===== src/rtl/muldiv_seq.sv =====
// muldiv_seq: sequential RV32M multiply/divide unit.
// One operation in flight; shift-add multiply and restoring divide on
// operand magnitudes, one bit per cycle, with sign fix-up at the end.
module muldiv_seq (
   input  logic        clk,
   input  logic        rst,
   input  logic        kill,
   input  logic        in_valid,
   output logic        in_ready,
   input  logic [2:0]  funct3,
   input  logic [31:0] rs1,
   input  logic [31:0] rs2,
   output logic        out_valid,
   input  logic        out_ready,
   output logic [31:0] rd,
   output logic        busy
);

   typedef enum logic [1:0] {IDLE, CALC, FIX, DONE} state_t;

   state_t      state, state_nxt;

   logic [2:0]  op;      // captured funct3
   logic [4:0]  cnt;     // iteration counter
   logic        neg;     // result must be negated in FIX
   logic [31:0] opnd;    // multiplicand or divisor magnitude
   logic [63:0] acc;     // {product hi, product lo / multiplier}, or quotient in [31:0]
   logic [31:0] prem;    // partial remainder (the 33rd bit only lives in the trial subtract)

   logic        accept, is_div, sign1, sign2, neg_in;
   logic        div_zero, div_ovf, special;
   logic [31:0] mag1, mag2, special_rd;
   logic [32:0] mul_sum, div_shift, div_diff;
   logic [63:0] prod_fix;
   logic [31:0] quo_fix, rem_fix, fix_rd;

   assign in_ready = (state == IDLE) && !kill;
   assign busy     = (state != IDLE);
   assign accept   = in_valid && in_ready;

   // Decode signedness, magnitudes and special cases of the request on the inputs.
   always_comb begin
      is_div     = funct3[2];
      sign1      = rs1[31] && (funct3 inside {3'd0, 3'd1, 3'd2, 3'd4, 3'd6});
      sign2      = rs2[31] && (funct3 inside {3'd0, 3'd1, 3'd4, 3'd6});
      mag1       = sign1 ? -rs1 : rs1;
      mag2       = sign2 ? -rs2 : rs2;
      // Remainder takes the dividend's sign; everything else the XOR of both.
      neg_in     = (funct3[2] && funct3[1]) ? sign1 : (sign1 ^ sign2);
      div_zero   = is_div && (rs2 == 32'd0);
      div_ovf    = is_div && !funct3[0] && (rs1 == 32'h8000_0000) && (rs2 == 32'hFFFF_FFFF);
      special    = div_zero || div_ovf;
      // NOTE: every always_comb output gets a default before any branch, so no latch is inferred.
      special_rd = 32'd0;
      if (div_zero)     special_rd = funct3[1] ? rs1 : 32'hFFFF_FFFF;
      else if (div_ovf) special_rd = funct3[1] ? 32'd0 : 32'h8000_0000;
   end

   // One shift-add step and one restoring-divide step, evaluated every cycle.
   always_comb begin
      mul_sum   = {1'b0, acc[63:32]} + (acc[0] ? {1'b0, opnd} : 33'd0);
      div_shift = {prem, acc[31]};
      div_diff  = div_shift - {1'b0, opnd};
   end

   // Sign correction and result selection for the FIX state.
   always_comb begin
      prod_fix = neg ? -acc : acc;
      quo_fix  = neg ? -acc[31:0] : acc[31:0];
      rem_fix  = neg ? -prem : prem;
      fix_rd   = 32'd0;
      if (!op[2]) fix_rd = (op[1:0] == 2'b00) ? prod_fix[31:0] : prod_fix[63:32];
      else        fix_rd = op[1] ? rem_fix : quo_fix;
   end

   // Next-state logic; kill overrides every transition.
   always_comb begin
      state_nxt = state;
      case (state)
         IDLE:    if (accept) state_nxt = special ? DONE : CALC;
         CALC:    if (cnt == 5'd31) state_nxt = FIX;
         FIX:     state_nxt = DONE;
         DONE:    if (out_valid && out_ready) state_nxt = IDLE;
         default: state_nxt = IDLE;
      endcase
      if (kill) state_nxt = IDLE;
   end

   // State register and registered result-valid flag.
   always_ff @(posedge clk or posedge rst) begin
      // NOTE: sequential state uses non-blocking assignments so all registers update together.
      if (rst) begin
         state     <= IDLE;
         out_valid <= 1'b0;
      end else begin
         state     <= state_nxt;
         out_valid <= (state_nxt == DONE);
      end
   end

   // Operand capture, iteration datapath and result register.
   always_ff @(posedge clk or posedge rst) begin
      // NOTE: datapath registers are reset too so no X ever reaches rd or the FIX logic.
      if (rst) begin
         op   <= 3'd0;
         cnt  <= 5'd0;
         neg  <= 1'b0;
         opnd <= 32'd0;
         acc  <= 64'd0;
         prem <= 32'd0;
         rd   <= 32'd0;
      end else if (accept) begin
         op   <= funct3;
         cnt  <= 5'd0;
         neg  <= neg_in;
         prem <= 32'd0;
         if (is_div) begin
            opnd <= mag2;
            acc  <= {32'd0, mag1};
         end else begin
            opnd <= mag1;
            acc  <= {32'd0, mag2};
         end
         if (special) rd <= special_rd;
      end else if (state == CALC) begin
         cnt <= cnt + 5'd1;
         if (!op[2]) begin
            acc <= {mul_sum, acc[31:1]};
         end else if (!div_diff[32]) begin
            prem       <= div_diff[31:0];
            acc[31:0]  <= {acc[30:0], 1'b1};
         end else begin
            prem       <= div_shift[31:0];
            acc[31:0]  <= {acc[30:0], 1'b0};
         end
      end else if (state == FIX && !kill) begin
         rd <= fix_rd;
      end
   end

endmodule


===== config.mk =====
export PLATFORM = sky130hd
export DESIGN_NAME = muldiv_seq
export DESIGN_NICKNAME = d
export VERILOG_FILES = /design/src/rtl/muldiv_seq.sv
export SDC_FILE = /design/constraint.sdc
export NUM_CORES = 1
export LEC_CHECK = 0
export CORE_MARGIN = 3
export CORE_UTILIZATION = 40
export CTS_CLUSTER_DIAMETER = 100
export DETAILED_ROUTE_END_ITERATION = 12
export PLACE_DENSITY = 0.71
export SYNTH_ARGS = -nofsm -noshare
export SYNTH_HDL_FRONTEND = slang
export SYNTH_SLANG_ARGS = --single-unit

===== constraint.sdc =====
create_clock -name clk -period 5 [get_ports clk]
set_input_delay 0.75 -clock clk [delete_from_list [all_inputs] [get_ports clk]]
set_output_delay 0.75 -clock clk [all_outputs]
set_load 0.01 [all_outputs]

==> impl_metrics.csv, run 1 <==
group,metric,value,unit
floorplanning,fp.dieH,204,um
global_routing,grt_first_pass_wirelength,87200,um
drt,finalWirelength,56400,um
timing,finClkSkew,18.1,ps
power_and_ir_drop,power_leakage,7.01,nW
floorplanning,rows,71,
final_layout,area_growth,12.9,%
power_and_ir_drop,pwr_density_cell,563,nW/um2
cts,cts_tree,"done",
timing,fmax,236,MHz
final_layout,nets,2189,
cts,cts_buffers,17,
hold_path,hold_class,"register to register",
power_and_ir_drop,finalPower,9.93,mW
cts,cts_resized,0,
final_layout,seq_area,4310,um2
final_layout,final_area,17600,um2
run,drv_cap,0,
global_routing,antenna_found_initial,1,
cts,cts.sinks,172,
place,io_buffers,106,
power_and_ir_drop,power_frac_clock,13.6,%
timing,min_period,4240,ps
drt,firstDrtPassIters,6,
place,globalplace.congestion,0.994,
logic_synthesis,synth_cells,2012,
logic_synthesis,post_synth_instance_area,15600,um2
power_and_ir_drop,p_switching,4.90,mW
place,dpl.cell_count,2536,
critical_path,crit_type,"input pin to register",
drt,vias_per_cell,6.21,
logic_synthesis,yosys-top-cells-count,"o21ai_0, nand2_1, nor2_1, dfrtp_1, a21oi_1",
timing,setup_violations,0,
drt,postRouteAntennaNets,0,
final_layout,multi_input_area,10500,um2
logic_synthesis,synthArstFlopShare,100,%
floorplanning,coreArea,38000,um2
floorplanning,io_pins,107,
global_routing,grt_remaining_overflow,0,
critical_path,startpoint_type,"input pin",
cts,cts_setup_buffers,0,
timing,tns,0,ps
logic_synthesis,synthFlopType,"dfrtp_1",
cts,h-tree-depth,4,
drt,detail_route.iter0.violations,1751,
timing,finalCritPeriodShare,84.8,%
logic_synthesis,syn_avg_cell_area,7.76,um2
floorplanning,initial_core_util,41.1,%
power_and_ir_drop,netSwitchingFraction,49.3,%
logic_synthesis,synth_area_leader_cell,"dfrtp_1",
global_routing,first_global_vias,14667,
logic_synthesis,synth_cell_types,70,
power_and_ir_drop,p_comb_share,58.2,%
logic_synthesis,synth.most_common_cell,"o21ai_0",
drt,vias,15952,
logic_synthesis,synth_top_area_share,27.6,%
logic_synthesis,ys_ff_latch,172,
critical_path,endpoint_kind,"register",
place,postPlaceCellArea,17100,um2
place,hpwl,43800,um
timing,slew_headroom,28.1,%
cts,path_clk_slew,70,ps
final_layout,num_antenna_cells,0,
critical_path,worstPathRequired,5330,ps
logic_synthesis,netlist_top_cells_area,"dfrtp_1, o21ai_0, xnor2_1",
cts,clkLatencyLatePin,470,ps
status,status,"finished clean",
timing,final_hold_viol_count,0,
timing,finalMaxSlewViolations,0,
cts,holdBufCountCts,0,
critical_path,worstPathMaxFanout,22,
global_routing,grt_max_degree,111,
floorplanning,die-width,204,um
logic_synthesis,ys_warn_count,0,
power_and_ir_drop,p_seq_share,28.2,%
global_routing,grt.total_usage,26.8,%
power_and_ir_drop,p_int,5.03,mW
final_layout,drive_gt1_share,4.82,%
final_layout,utilization,46.4,%
drt,drcViolationCount,0,
final_layout,finalNonFillerCells,2567,
drt,wl_per_cell,22.0,um
cts,cts_root_buffer,"clkbuf_16",
logic_synthesis,ys_seq_area_share,27.6,%
timing,tightest_slew,1080,ps
timing,rsz0062_at_grt,"false",
final_layout,nFillCells,3792,
logic_synthesis,synth_nets,2157,
floorplanning,die_area,41400,um2
logic_synthesis,synth-edff-count,0,
power_and_ir_drop,vdd_drop_max,0.241,mV
critical_path,arrival,4570,ps
cts,clock_path_buffers,2,
## path summary, 6_finish.rpt
check	endpoint	slack, ps	start	depth (start not counted)
worst min register to register	opnd[6]$_DFFE_PP0P_	480	opnd[6]$_DFFE_PP0P_	2
min in group asynchronous	prem[27]$_DFFE_PP0P_	800	rst	3
worst max-delay path	rd[3]$_DFFE_PP0P_	760	rs1[14]	11
worst max register to register	prem[1]$_DFFE_PP0P_	880	acc[31]$_DFFE_PP0P_	14
max in group asynchronous	neg$_DFFE_PP0P_	3320	rst	3
worst min-delay path	opnd[6]$_DFFE_PP0P_	480	opnd[6]$_DFFE_PP0P_	2
## layer usage
layer / vias up / GRT usage [%] / part of all wire (%)
met5: - / 0 / 0.025
met4: 2 / 9.71 / 3.6
met3: 118 / 5.01 / 9.7
met2: 799 / 41.5 / 44
met1: 7677 / 37.5 / 43
li1: 7356 / - / -
## final cells by class
type                            count  share of cell area [%]
Clock inverter                     14                   0.788
Inverter                           63                    1.36
Timing Repair Buffer              136                    7.57
Sequential cell                   172                    24.4
Multi-Input combinational cell   1654                    59.8
Tap cell                          511                    3.63
Clock buffer                       17                    2.41
## state kept, by name, summed over array words and instances, names as in the netlist
name       cells
neg            1
state          2
rd            32
cnt            5
op             3
prem          32
opnd          32
out_valid      1
acc           64
## placed cells by master (no fill, tap or decap), drive strengths merged, types with 5 or more instances in the layout
master,count
mux2i,65
a21o,21
dfrtp,172
o211ai,57
o31ai,44
clkbuf,17
ha,71
a31oi,32
nor2b,16
o21a,9
nand2b,23
nand3,63
o21bai,12
nand4,19
clkinv,5
and2,8
a21oi,158
o22ai,7
o41ai,26
a211oi,14
xor2,98
nor4,19
nand2,212
or3,21
or2,10
nor3b,5
xnor2,110
or4,18
inv,67
o22a,5
nor3,23
o21ai,243
a21boi,6
a41oi,7
clkdlybuf4s50,105
a221oi,7
buf,31
nor2,176
and3,7
## metrics by stage
step	setup WS, ps	hold WS (ps)
after floorplan	1410	450
after global placement	659	465
after detailed placement	466	473
after CTS	927	488
after global routing	576	515
final	759	479
## power by group through the flow
stage	Combinational, mW	Clock (mW)	Sequential [mW]
6_report	5.78	1.35	2.80
2_1_floorplan	4.14	0	2.41
3_3_place_gp	5.56	0	2.77
4_1_cts	5.70	1.35	2.76
5_1_grt	6.33	1.41	2.86
3_5_place_dp	5.67	0	2.78
## cell families (layout without fill, tap and decap cells)
family | count (synthesis) | after routing | share of synthesized area (%)
flip-flops | 172 | 172 | 27.6
buffers and inverters | 186 | 230 | 5.08
XOR/XNOR | 208 | 208 | 11.7
multiplexers | 67 | 67 | 4.31
AND/OR/NAND/NOR | 629 | 629 | 18.9
adder cells (fa/ha/maj) | 73 | 73 | 5.95
AO/OA/AOI/OAI | 677 | 677 | 26.5
## critical path, stage by stage
cell,delay [ps]
clkdlybuf4s50_1,500
or4_1,580
or3_1,400
nor4_1,270
nand3_1,200
nor4_1,530
a31oi_1,330
o22ai_4,420
buf_12,220
a21boi_0,250
a31oi_1,110
Power figures use the tool's default switching activity.
==> run 2, diff against run 1 <==
--- a/config.mk
+++ b/config.mk
@@ -9,7 +9,7 @@
 export CORE_UTILIZATION = 40
 export CTS_CLUSTER_DIAMETER = 100
 export DETAILED_ROUTE_END_ITERATION = 12
-export PLACE_DENSITY = 0.71
+export PLACE_DENSITY = 0.69
 export SYNTH_ARGS = -nofsm -noshare
 export SYNTH_HDL_FRONTEND = slang
 export SYNTH_SLANG_ARGS = --single-unit
==> constraint.sdc (replaced) <==
create_clock -name clk -period 4.1 [get_ports clk]
set_input_delay 0.615 -clock clk [delete_from_list [all_inputs] [get_ports clk]]
set_output_delay 0.615 -clock clk [all_outputs]
set_load 0.01 [all_outputs]
==> impl_metrics.csv, run 2 (synthesis results as in run 1) <==
group,metric,value,unit
critical_path,reg2regPathDepth,14,
floorplanning,fp.dieH,204,um
timing,tightest_slew,1030,ps
status,status,"finished clean",
critical_path,worstPathMaxFanout,5,
timing,setup_violations,0,
power_and_ir_drop,power_leakage,7.19,nW
power_and_ir_drop,finalPower,12.3,mW
critical_path,worstSetupEndpoint,"acc[61]$_DFFE_PP0P_",
cts,h-tree-depth,4,
timing,fin_ws,217,ps
cts,cts_buffers,17,
final_layout,finalNonFillerCells,2599,
drt,finalWirelength,56900,um
final_layout,final_cell_mix,"o21ai_0, nand2_1, nor2_1",
critical_path,startpoint,"acc[0]$_DFFE_PP0P_",
final_layout,drive_gt1_share,6.23,%
drt,drcViolationCount,0,
power_and_ir_drop,vdd_drop_max,0.368,mV
place,globalplace.congestion,1.01,
global_routing,grt_max_degree,81,
cts,clock_path_buffers,2,
timing,whs,486,ps
floorplanning,die_area,41400,um2
critical_path,reg2reg_to,"acc[61]$_DFFE_PP0P_",
drt,firstDrtPassIters,5,
critical_path,arrival,4230,ps
cts,cts.sinks,172,
critical_path,r2r_start,"acc[0]$_DFFE_PP0P_",
global_routing,grt_first_pass_wirelength,88700,um
cts,holdBufCountCts,0,
power_and_ir_drop,pwr_density_cell,686,nW/um2
global_routing,grt_remaining_overflow,0,
timing,min_period,3880,ps
place,place_worst_setup_slack,0.363,ps
cts,path_clk_slew,80,ps
floorplanning,io_pins,107,
timing,tns,0,ps
place,io_buffers,106,
timing,rsz0062_at_grt,"false",
global_routing,first_global_vias,15018,
drt,wl_per_cell,21.9,um
hold_path,hold_class,"register to register",
critical_path,ff2ff_setup_slack,220,ps
timing,final_hold_viol_count,0,
final_layout,area_growth,14.7,%
global_routing,antenna_found_initial,1,
critical_path,endpoint_kind,"register",
timing,slew_headroom,31.6,%
drt,vias,15872,
final_layout,nets,2220,
critical_path,worstPathCellList,"and2_1 > ha_1 > fa_1 > a21o_1 > a21o_1 > a21oi_1 > o21ai_0 > a31oi_1 > o31ai_1 > buf_4 > a2111oi_1 > o31a_1 > xor2_1 > o21ai_0",
drt,postRouteAntennaNets,0,
critical_path,startpoint_type,"register",
final_layout,largest-register,"acc",
critical_path,crit_type,"register to register",
floorplanning,coreArea,38000,um2
critical_path,crit_slowest_cell,"a2111oi_1",
timing,finalCritPeriodShare,94.7,%
floorplanning,die-width,204,um
drt,detail_route.iter0.violations,1917,
cts,cts_root_buffer,"clkbuf_16",
floorplanning,rows,71,
place,dpl.cell_count,2567,
cts,clkLatencyLatePin,470,ps
final_layout,largest_reg_flops,64,
final_layout,layout_commonest_cell,"o21ai_0",
drt,vias_per_cell,6.11,
timing,finalMaxSlewViolations,0,
critical_path,worstPathRequired,4440,ps
final_layout,num_antenna_cells,0,
critical_path,max_stage_delay,510,ps
cts,cts_tree,"done",
timing,finClkSkew,22.2,ps
place,hpwl,44300,um
floorplanning,initial_core_util,41.1,%
timing,fmax,258,MHz
global_routing,grt.total_usage,27.3,%
run,drv_cap,0,
## run 2: worst max-delay path: cells and delay by family (launching register included)
| family | cells | cell delay, ps |
|---|---|---|
| AO/OA/AOI/OAI | 9 | 2240 |
| XOR/XNOR | 1 | 150 |
| adder cells (fa/ha/maj) | 2 | 630 |
| flip-flops | 1 | 420 |
| buffers and inverters | 1 | 150 |
| AND/OR/NAND/NOR | 1 | 160 |
## run 2: worst min path at each step
stage / startpoint / endpoint / slack, ps / depth (start not counted)
after global placement: opnd[26]$_DFFE_PP0P_ / opnd[26]$_DFFE_PP0P_ / 470 / 2
after CTS: opnd[22]$_DFFE_PP0P_ / opnd[22]$_DFFE_PP0P_ / 490 / 2
after detailed placement: opnd[5]$_DFFE_PP0P_ / opnd[5]$_DFFE_PP0P_ / 470 / 2
after global routing: opnd[22]$_DFFE_PP0P_ / opnd[22]$_DFFE_PP0P_ / 500 / 2
after floorplan: opnd[10]$_DFFE_PP0P_ / opnd[10]$_DFFE_PP0P_ / 450 / 2
final: opnd[5]$_DFFE_PP0P_ / opnd[5]$_DFFE_PP0P_ / 490 / 2
## run 2: routing by layer
layer	GRT usage, %	routed length (um)	share of wire [%]	vias up
li1	-	-	-	7401
met3	6.30	5670	10	120
met1	38.3	24600	43	7550
met2	40.9	24400	43	799
met5	0	13	0.023	-
met4	10.6	2260	4.0	2
## run 2: timing repair
item,in CTS,in global routing
gates resized for setup,0,1
hold endpoints to repair,0,0
setup endpoints to repair,0,3
setup buffers,0,0
## run 2: layout make-up
type | count | area, um2
fillers | 3735 | 20100
clock inverters | 14 | 174
multi-input cells | 1654 | 10500
flip-flops and latches | 172 | 4310
inverters | 63 | 240
well taps | 511 | 639
repair buffers | 167 | 1580
clock buffers | 18 | 429
## run 2: per-stage QoR
step	cell area, um2	utilization (%)
5_1_grt	17900	47.1
2_1_floorplan	15600	-
3_3_place_gp	17300	45.5
3_5_place_dp	17300	45.5
6_report	17900	47.1
4_1_cts	17900	47.1
## run 2: where the power goes
part	switching (mW)	leakage [nW]	internal [mW]
combinational	4.16	4.73	3.06
sequential	1.01	2.17	2.31
clock	0.835	0.294	0.927
